### config.mk
export PLATFORM = sky130hd
export DESIGN_NAME = timestamp_shifter_flat
export DESIGN_NICKNAME = d
export VERILOG_FILES = /design/src/rtl/timestamp_shifter_if.sv /design/src/rtl/timestamp_shifter.sv /design/src/flat_wrapper.sv
export SDC_FILE = /design/constraint.sdc
export NUM_CORES = 1
export LEC_CHECK = 0
export ABC_AREA = 1
export CORE_MARGIN = 2
export CORE_UTILIZATION = 46
export CTS_BUF_LIST = sky130_fd_sc_hd__clkbuf_8
export DETAILED_ROUTE_END_ITERATION = 16
export GPL_ROUTABILITY_DRIVEN = 0
export MAX_ROUTING_LAYER = met4
export PLACE_DENSITY = 0.82
export REMOVE_ABC_BUFFERS = 1
export SLEW_MARGIN = 20
export SYNTH_ARGS = -nofsm -noshare
export SYNTH_HDL_FRONTEND = slang
export SYNTH_SLANG_ARGS = --single-unit
### constraint.sdc
create_clock -name clk -period 0.95 [get_ports clk]
set_input_delay 0.095 -clock clk [delete_from_list [all_inputs] [get_ports clk]]
set_output_delay 0.095 -clock clk [all_outputs]
set_load 0.02 [all_outputs]
### src/rtl/timestamp_shifter_if.sv
// Bus bundle between the timestamp source / JTAG TDR mux and timestamp_shifter.
// master drives the fields and JTAG controls; slave is the shifter itself.
interface timestamp_shifter_if;
    logic [6:0] ts_revision;
    logic [3:0] ts_subrevision;
    logic [6:0] ts_year;
    logic [3:0] ts_month;
    logic [4:0] ts_day;
    logic [4:0] ts_hour;
    logic [5:0] ts_minute;
    logic       capture_dr;
    logic       shift_dr;
    logic       tdi;
    logic       tdo;
    logic       busy;
    logic       frame_done;
    logic [5:0] bit_count;
    logic       field_err;

    modport master (
        output ts_revision, ts_subrevision, ts_year, ts_month, ts_day, ts_hour, ts_minute,
        output capture_dr, shift_dr, tdi,
        input  tdo, busy, frame_done, bit_count, field_err
    );

    modport slave (
        input  ts_revision, ts_subrevision, ts_year, ts_month, ts_day, ts_hour, ts_minute,
        input  capture_dr, shift_dr, tdi,
        output tdo, busy, frame_done, bit_count, field_err
    );
endinterface

### src/rtl/timestamp_shifter.sv
// Build-timestamp serial data register for the virtual-JTAG readout path.
// Define TIMESTAMP_SHIFTER_PARITY_EN to append an even-parity bit (39-bit frame).
module timestamp_shifter #(
    parameter bit LSB_FIRST = 1'b1
) (
    input  logic                 clk,
    input  logic                 reset_n,
    timestamp_shifter_if.slave   bus
);

`ifdef TIMESTAMP_SHIFTER_PARITY_EN
    localparam int FRAME_W = 39;
`else
    localparam int FRAME_W = 38;
`endif
    localparam logic [5:0] LAST_BIT  = 6'(FRAME_W - 1);
    localparam logic [5:0] FULL_BITS = 6'(FRAME_W);

    typedef enum logic [1:0] {
        IDLE   = 2'd0,
        LOADED = 2'd1,
        SHIFT  = 2'd2,
        DONE   = 2'd3
    } state_e;

    state_e               state_q, state_d;
    logic [FRAME_W-1:0]   sr_q, sr_d;
    logic [5:0]           bit_count_q, bit_count_d;
    logic                 field_err_q, field_err_d;
    logic                 frame_done_q, frame_done_d;

    logic [37:0]          frame_raw;
    logic [FRAME_W-1:0]   frame;
    logic                 range_err;

    always_comb begin
        frame_raw = {bus.ts_minute, bus.ts_hour, bus.ts_day, bus.ts_month,
                     bus.ts_year, bus.ts_subrevision, bus.ts_revision};
`ifdef TIMESTAMP_SHIFTER_PARITY_EN
        frame = {^frame_raw, frame_raw};
`else
        frame = frame_raw;
`endif
        range_err = (bus.ts_month == 4'd0) || (bus.ts_month > 4'd12) ||
                    (bus.ts_day == 5'd0)   || (bus.ts_hour > 5'd23)  ||
                    (bus.ts_minute > 6'd59);
    end

    // NOTE: every *_d gets a default first so no path leaves it unassigned (no latches).
    always_comb begin
        state_d      = state_q;
        sr_d         = sr_q;
        bit_count_d  = bit_count_q;
        field_err_d  = field_err_q;
        frame_done_d = 1'b0;

        if (bus.capture_dr) begin
            sr_d        = frame;
            bit_count_d = 6'd0;
            state_d     = LOADED;
            field_err_d = range_err;
        end else if (bus.shift_dr) begin
            if (LSB_FIRST) sr_d = {bus.tdi, sr_q[FRAME_W-1:1]};
            else           sr_d = {sr_q[FRAME_W-2:0], bus.tdi};

            // IDLE and DONE keep passing data through but never count or pulse.
            if (state_q == LOADED || state_q == SHIFT) begin
                bit_count_d = bit_count_q + 6'd1;
                state_d     = SHIFT;
                if (bit_count_q == LAST_BIT) begin
                    bit_count_d  = FULL_BITS;
                    state_d      = DONE;
                    frame_done_d = 1'b1;
                end
            end
        end
    end

    // NOTE: state flops use non-blocking assignments so all update together at the edge.
    always_ff @(posedge clk) begin
        if (!reset_n) begin
            state_q      <= IDLE;
            sr_q         <= '0;
            bit_count_q  <= 6'd0;
            field_err_q  <= 1'b0;
            frame_done_q <= 1'b0;
        end else begin
            state_q      <= state_d;
            sr_q         <= sr_d;
            bit_count_q  <= bit_count_d;
            field_err_q  <= field_err_d;
            frame_done_q <= frame_done_d;
        end
    end

    assign bus.tdo        = LSB_FIRST ? sr_q[0] : sr_q[FRAME_W-1];
    assign bus.busy       = (state_q == LOADED) || (state_q == SHIFT);
    assign bus.bit_count  = bit_count_q;
    assign bus.field_err  = field_err_q;
    assign bus.frame_done = frame_done_q;

endmodule

### src/flat_wrapper.sv
// flat-port wrapper written by rule: the top's interface ports become plain ports
module timestamp_shifter_flat 
#(
    parameter bit LSB_FIRST = 1'b1
)
  (clk, reset_n, bus_ts_revision, bus_ts_subrevision, bus_ts_year, bus_ts_month, bus_ts_day, bus_ts_hour, bus_ts_minute, bus_capture_dr, bus_shift_dr, bus_tdi, bus_tdo, bus_busy, bus_frame_done, bus_bit_count, bus_field_err);
  timestamp_shifter_if bus_i ();
  input  logic clk;
  input  logic reset_n;
  input wire logic [$bits(bus_i.ts_revision)-1:0] bus_ts_revision;
  input wire logic [$bits(bus_i.ts_subrevision)-1:0] bus_ts_subrevision;
  input wire logic [$bits(bus_i.ts_year)-1:0] bus_ts_year;
  input wire logic [$bits(bus_i.ts_month)-1:0] bus_ts_month;
  input wire logic [$bits(bus_i.ts_day)-1:0] bus_ts_day;
  input wire logic [$bits(bus_i.ts_hour)-1:0] bus_ts_hour;
  input wire logic [$bits(bus_i.ts_minute)-1:0] bus_ts_minute;
  input wire logic [$bits(bus_i.capture_dr)-1:0] bus_capture_dr;
  input wire logic [$bits(bus_i.shift_dr)-1:0] bus_shift_dr;
  input wire logic [$bits(bus_i.tdi)-1:0] bus_tdi;
  output wire logic [$bits(bus_i.tdo)-1:0] bus_tdo;
  output wire logic [$bits(bus_i.busy)-1:0] bus_busy;
  output wire logic [$bits(bus_i.frame_done)-1:0] bus_frame_done;
  output wire logic [$bits(bus_i.bit_count)-1:0] bus_bit_count;
  output wire logic [$bits(bus_i.field_err)-1:0] bus_field_err;
  assign bus_i.ts_revision = bus_ts_revision;
  assign bus_i.ts_subrevision = bus_ts_subrevision;
  assign bus_i.ts_year = bus_ts_year;
  assign bus_i.ts_month = bus_ts_month;
  assign bus_i.ts_day = bus_ts_day;
  assign bus_i.ts_hour = bus_ts_hour;
  assign bus_i.ts_minute = bus_ts_minute;
  assign bus_i.capture_dr = bus_capture_dr;
  assign bus_i.shift_dr = bus_shift_dr;
  assign bus_i.tdi = bus_tdi;
  assign bus_tdo = bus_i.tdo;
  assign bus_busy = bus_i.busy;
  assign bus_frame_done = bus_i.frame_done;
  assign bus_bit_count = bus_i.bit_count;
  assign bus_field_err = bus_i.field_err;
  timestamp_shifter #(.LSB_FIRST(LSB_FIRST)) u_core (.clk(clk), .reset_n(reset_n), .bus(bus_i));
endmodule
# --- After elaboration in Yosys (flattened, before gate mapping) ---
# Index checks and enable logic that the tools add are counted.
totals:
  ff_bits: 48
  output_inout_bits: 10
op_classes:
  addsub: 1
  n_lt_le_gt_ge: 3
  eq_ne: 3
  mux: 8
  bitwise: 3
  n_reduce_logical: 13
op_table:
  columns: ["op", "count"]
  rows:
  - ["$mux 38", 2]
  - ["$add 6x1->6 const B", 1]
  - ["$eq 6x6->1 const B", 1]
  - ["$gt 6x6->1 const B", 1]
  - ["$mux 6", 1]
  - ["$gt 5x5->1 const B", 1]
  - ["$logic_not 5->1", 1]
  - ["$logic_or 1x1->1", 5]
  - ["$mux 1", 5]
  - ["$gt 4x4->1 const B", 1]
  - ["$logic_not 4->1", 1]
  - ["$reduce_and 2->1", 2]
  - ["$reduce_bool 2->1", 2]
  - ["$reduce_or 4->1", 1]
  - ["$not 1->1", 3]
  - ["$eq 2x1->1 const B", 1]
  - ["$eq 2x2->1 const B", 1]
  - ["$reduce_or 2->1", 1]

# --- Longest topological paths before layout ---
depth:
  ltp_word: 5
  ltp_mapped: 8
  mapped_depth_nobuf: 8

# --- Least setup slack after synthesis ---
# Ideal clock, no wire load.
synth_path:
  path_kind: "register to register"
  startpoint: "register u_core.bit_count_q[0] (netlist: u_core.bus.bit_count[0])"
  endpoint: "register u_core.bit_count_q[3] (netlist: u_core.bus.bit_count[3])"
  setup_time_ps: 114
  arrival_ps: 1080
  required_ps: 836
  path_slack_ps: -244
  path_stages_with_launch: 7
  n_path_buf: 0
  cell_sequence: "dfxtp_1 -> ha_1 -> nand3_1 -> nor2_1 -> nand2_1 -> nand3_1 -> nor2_1"
synth_via:
  elab_chain_cells: 2
  elab_cells_between_ends: 3
synth_rtl:
  columns: ["element", "line_no", "rtl"]
  rows:
  - ["start, declared", "timestamp_shifter.sv:28", "logic [5:0] bit_count_q, bit_count_d;"]
  - ["start signal, assigned", "timestamp_shifter.sv:90", "bit_count_q <= bit_count_d;"]
  - ["$add 6x1->6 or $eq 6x6->1 (tied branches)", "timestamp_shifter.sv:68, timestamp_shifter.sv:70", null]
  - ["$mux 6 (*)", "timestamp_shifter.sv:70", "if (bit_count_q == LAST_BIT) begin"]
# Every way passes the cells marked *; elsewhere a longest branch is shown, timed or not.
# A chain may end at the register's enable or synchronous reset.

# --- Worst setup path in the final report ---
layout_path:
  startpoint: "register u_core.state_q[1]"
  endpoint: "output bus_busy"
layout_via:
  elab_chain_cells: 2
  elab_cells_between_ends: 3
layout_rtl:
  columns: ["element", "line_no", "rtl"]
  rows:
  - ["start, declared", "timestamp_shifter.sv:26", "state_e state_q, state_d;"]
  - ["start signal, assigned", "timestamp_shifter.sv:88", "state_q <= state_d;"]
  - ["$eq 2x1->1 or $eq 2x2->1 (tied branches)", "timestamp_shifter.sv:97", "assign bus.busy = (state_q == LOADED) || (state_q == SHIFT);"]
  - ["$logic_or 1x1->1 (*)", "timestamp_shifter.sv:97", null]
  - ["end, declared", "flat_wrapper.sv:21", "output wire logic [$bits(bus_i.busy)-1:0] bus_busy;"]
# Marked as above.

==> results.ini <==
[floorplanning]
fp.dieW_um=72.3
coreArea_um2=4410
dieArea_um2=5220
initial_core_util=0.486
fp.dieH_um=72.3
pin_count=53
rows=24

[pwr]
cellLeakagePower_nw=1.47
comb_power_share=0.193
power.switching_mw=1.08
seqPwrFrac=0.507
p_int_mw=3.20
p_clk_frac=0.300
powerDensity_nw_per_um2=1290
swShare=0.252
irDropWorstVdd_mv=0.897

[synth]
synth_xor_xnor_area_share=0.0123
synthSimpleGateAreaFrac=0.248
netlist_area_um2=2140
syn_avg_cell_area_um2=7.17
synth-compound-area-share=0.177
synth_top_family_by_area=simple AND/OR/NAND/NOR gates
synth_seq_cells=48
ys_seq_area_frac=0.448
ys.warnings.count=0
synth_fa_ha_area_frac=0.0117
ys_types=24
postSynthCellCount=299
synthMuxAreaShare=0

[sta]
slew_viol_final=0
tns_ns=-1.28
fmax_ghz=0.894
fin_crit_ns=1.12
finalHoldViolations=0
post-route-period-util=1.18
finalClockSkew_ns=0.00540
slew_headroom=0.815
setup_slack_ns=-0.169
finalSetupViolCount=10
tightest_slew_ns=0.276
rsz0062_at_grt=yes

[final_layout]
drive_gt1_frac=0.269
final_area_um2=3320
diodes=0
nets=436
fin_util=0.751
synthToLayoutAreaGrowth_pct=54.7

[drt]
drtPass1Iterations=5
drc=0
wl_per_cell_um=14.1
antenna_left=0
routed_wl_mm=6.23
first_iter_violations=128
vias=2337
via_per_inst=5.28

[grt]
overflow=0
grt_first_pass_wirelength_mm=9.98
grt_antenna_before_repair=0
grt_max_degree=22
grt_util_all_layers=0.249
grt_pass1_vias=2247

[cts]
clkSinkCount=48
tritoncts=done
worstSkewPairLatency_ns=0.30
clockRootBuffer=clkbuf_8
clockBufferDepth=2
numCtsBuffers=5
ctsHoldBuffers=0
cts.reportedPaths.clkPinSlew_ns=0.09
ctsHtreeMaxLevel=2

[min_path]
whs_path_depth=4
hold_class=in2reg
hp-start=reset_n
hold_path_end=u_core.sr_q[11]$_SDFFE_PN0P_

[placed_design]
dpl.hpwl_mm=3.87
portBuffers=52
dpl_cell_area_um2=2950

[worst_setup_path]
reg2reg_slack_ns=-0.16
critical_path_arrival_ns=1.02
required_ns=0.85
crit_type=reg2out
reg2reg_to=u_core.bus.bit_count[3]$_SDFFE_PP0P_
startpoint_type=register
r2r_start=u_core.bus.bit_count[1]$_SDFFE_PP0P_
end_kind=output pin
cp_max_fo=2
ff2ff_path_depth=7

[outcome]
outcome=complete, but fails checks
violations=negative setup slack

[flow_run]
cap_violations=0

==> cell usage in the layout, fill, tap and decap left out, types with 3 or more instances in the layout <==
cell	synthesis	routed
a21oi_1	14	11
a21oi_2	0	3
a22oi_1	14	11
a22oi_2	0	3
a31oi_1	14	14
buf_2	6	4
buf_4	3	39
buf_6	0	11
clkbuf_8	0	7
clkdlybuf4s50_1	0	39
dfxtp_1	48	42
dfxtp_4	0	4
inv_1	36	33
inv_2	4	5
nand2_1	107	100
nand2_2	0	5
nand2_4	1	3
nand3_1	9	4
nand3_2	1	4
nor2_1	9	7
nor2_4	0	3
o211ai_1	6	6
o21ai_0	4	3
o21ai_1	5	6
xor2_1	3	3
==> metrics by stage <==
stage / cells / hold slack [ns] / total power, mW / setup WS [ns]
floorplan: 285 / 0.193 / 2.48 / -0.278
global placement: 424 / 0.450 / 2.89 / -0.457
detailed placement: 424 / 0.453 / 2.91 / -0.531
CTS: 442 / 0.368 / 4.25 / -0.148
global route: 443 / 0.303 / 4.45 / -0.218
finish: 443 / 0.279 / 4.28 / -0.169
==> routing by layer <==
layer	wire (µm)	vias up	part of all wire	track usage
met4	48	0	0.0077	0.0713
li1	-	1151	-	-
met3	398	8	0.064	0.0500
met2	3250	106	0.52	0.417
met5	0	-	0	-
met1	2530	1072	0.41	0.305
==> worst max-delay path by stage <==
stage                                          from                                    to  slack (ns)  cells past startpoint
5_1_grt        u_core.bus.bit_count[0]$_SDFFE_PP0P_  u_core.bus.bit_count[4]$_SDFFE_PP0P_       -0.22                      5
4_1_cts              u_core.state_q[1]$_SDFFE_PP0P_  u_core.bus.bit_count[3]$_SDFFE_PP0P_       -0.15                      7
2_1_floorplan                        bus_capture_dr          u_core.sr_q[30]$_SDFFE_PN0P_       -0.28                      4
6_report             u_core.state_q[1]$_SDFFE_PP0P_                              bus_busy       -0.17                      4
3_3_place_gp                         bus_capture_dr          u_core.sr_q[19]$_SDFFE_PN0P_       -0.46                      7
3_5_place_dp                         bus_capture_dr           u_core.sr_q[1]$_SDFFE_PN0P_       -0.53                      6
==> state kept, by name (all words and copies together), names as in the netlist <==
signal	cells
u_core.bus.bit_count	6
u_core.bus.field_err	1
u_core.bus.frame_done	1
u_core.sr_q	38
u_core.state_q	2
==> layout make-up <==
cell class              instances  area [µm²]
well taps                      52        65.1
multi-input cells             197        1100
fillers                       315        1100
flip-flops and latches         48         978
repair buffers                 99         922
clock buffers                   7        96.3
inverters                      40         158
==> repair_timing <==
item / in CTS / in global routing
pin swaps: 9 / 16
buffers inserted: 10 / 1
hold endpoints to repair: 0 / 0
endpoints found under the setup margin: 58 / 48
cloned: 1 / 1
resized for setup: 77 / 38
==> power by group through the flow <==
stage	sequential, mW	combinational (mW)	clock (mW)
floorplan	2.21	0.265	0
global placement	2.21	0.682	0
detailed placement	2.21	0.694	0
CTS	2.17	0.777	1.30
global route	2.18	0.895	1.38
finish	2.17	0.826	1.28
==> synth_stat cells <==
cell type,instances,share of area
nor3_1,1,0.0023
nand2_1,107,0.19
buf_4,3,0.011
o21ai_0,4,0.0093
inv_2,4,0.0070
nor2_1,9,0.016
nand2_4,1,0.0053
buf_1,1,0.0017
o211ai_1,6,0.021
o21ai_1,5,0.012
a22oi_1,14,0.049
dfxtp_1,48,0.45
o221ai_1,3,0.012
nand3_1,9,0.021
ha_1,2,0.012
a21oi_1,14,0.033
a31oi_1,14,0.041
clkbuf_1,4,0.0070
nand4_1,2,0.0058
inv_1,36,0.063
xor2_1,3,0.012
nor2_2,2,0.0058
nand3_2,1,0.0047
buf_2,6,0.014
==> logic make-up after synthesis <==
logic type	count (synthesis)
and+or+nand+nor	132
AOI/OAI and AO/OA	60
buffers and inverters	54
DFF	48
xor gates and xnor gates	3
adders and majority gates	2
==> worst max-delay path: stages (launching register included) <==
cell and delay, ns:
dfxtp_2 0.33, buf_4 0.14, nand2_2 0.07, nand2_2 0.06, buf_6 0.13
Note: power is estimated with default switching activity, not from simulation.
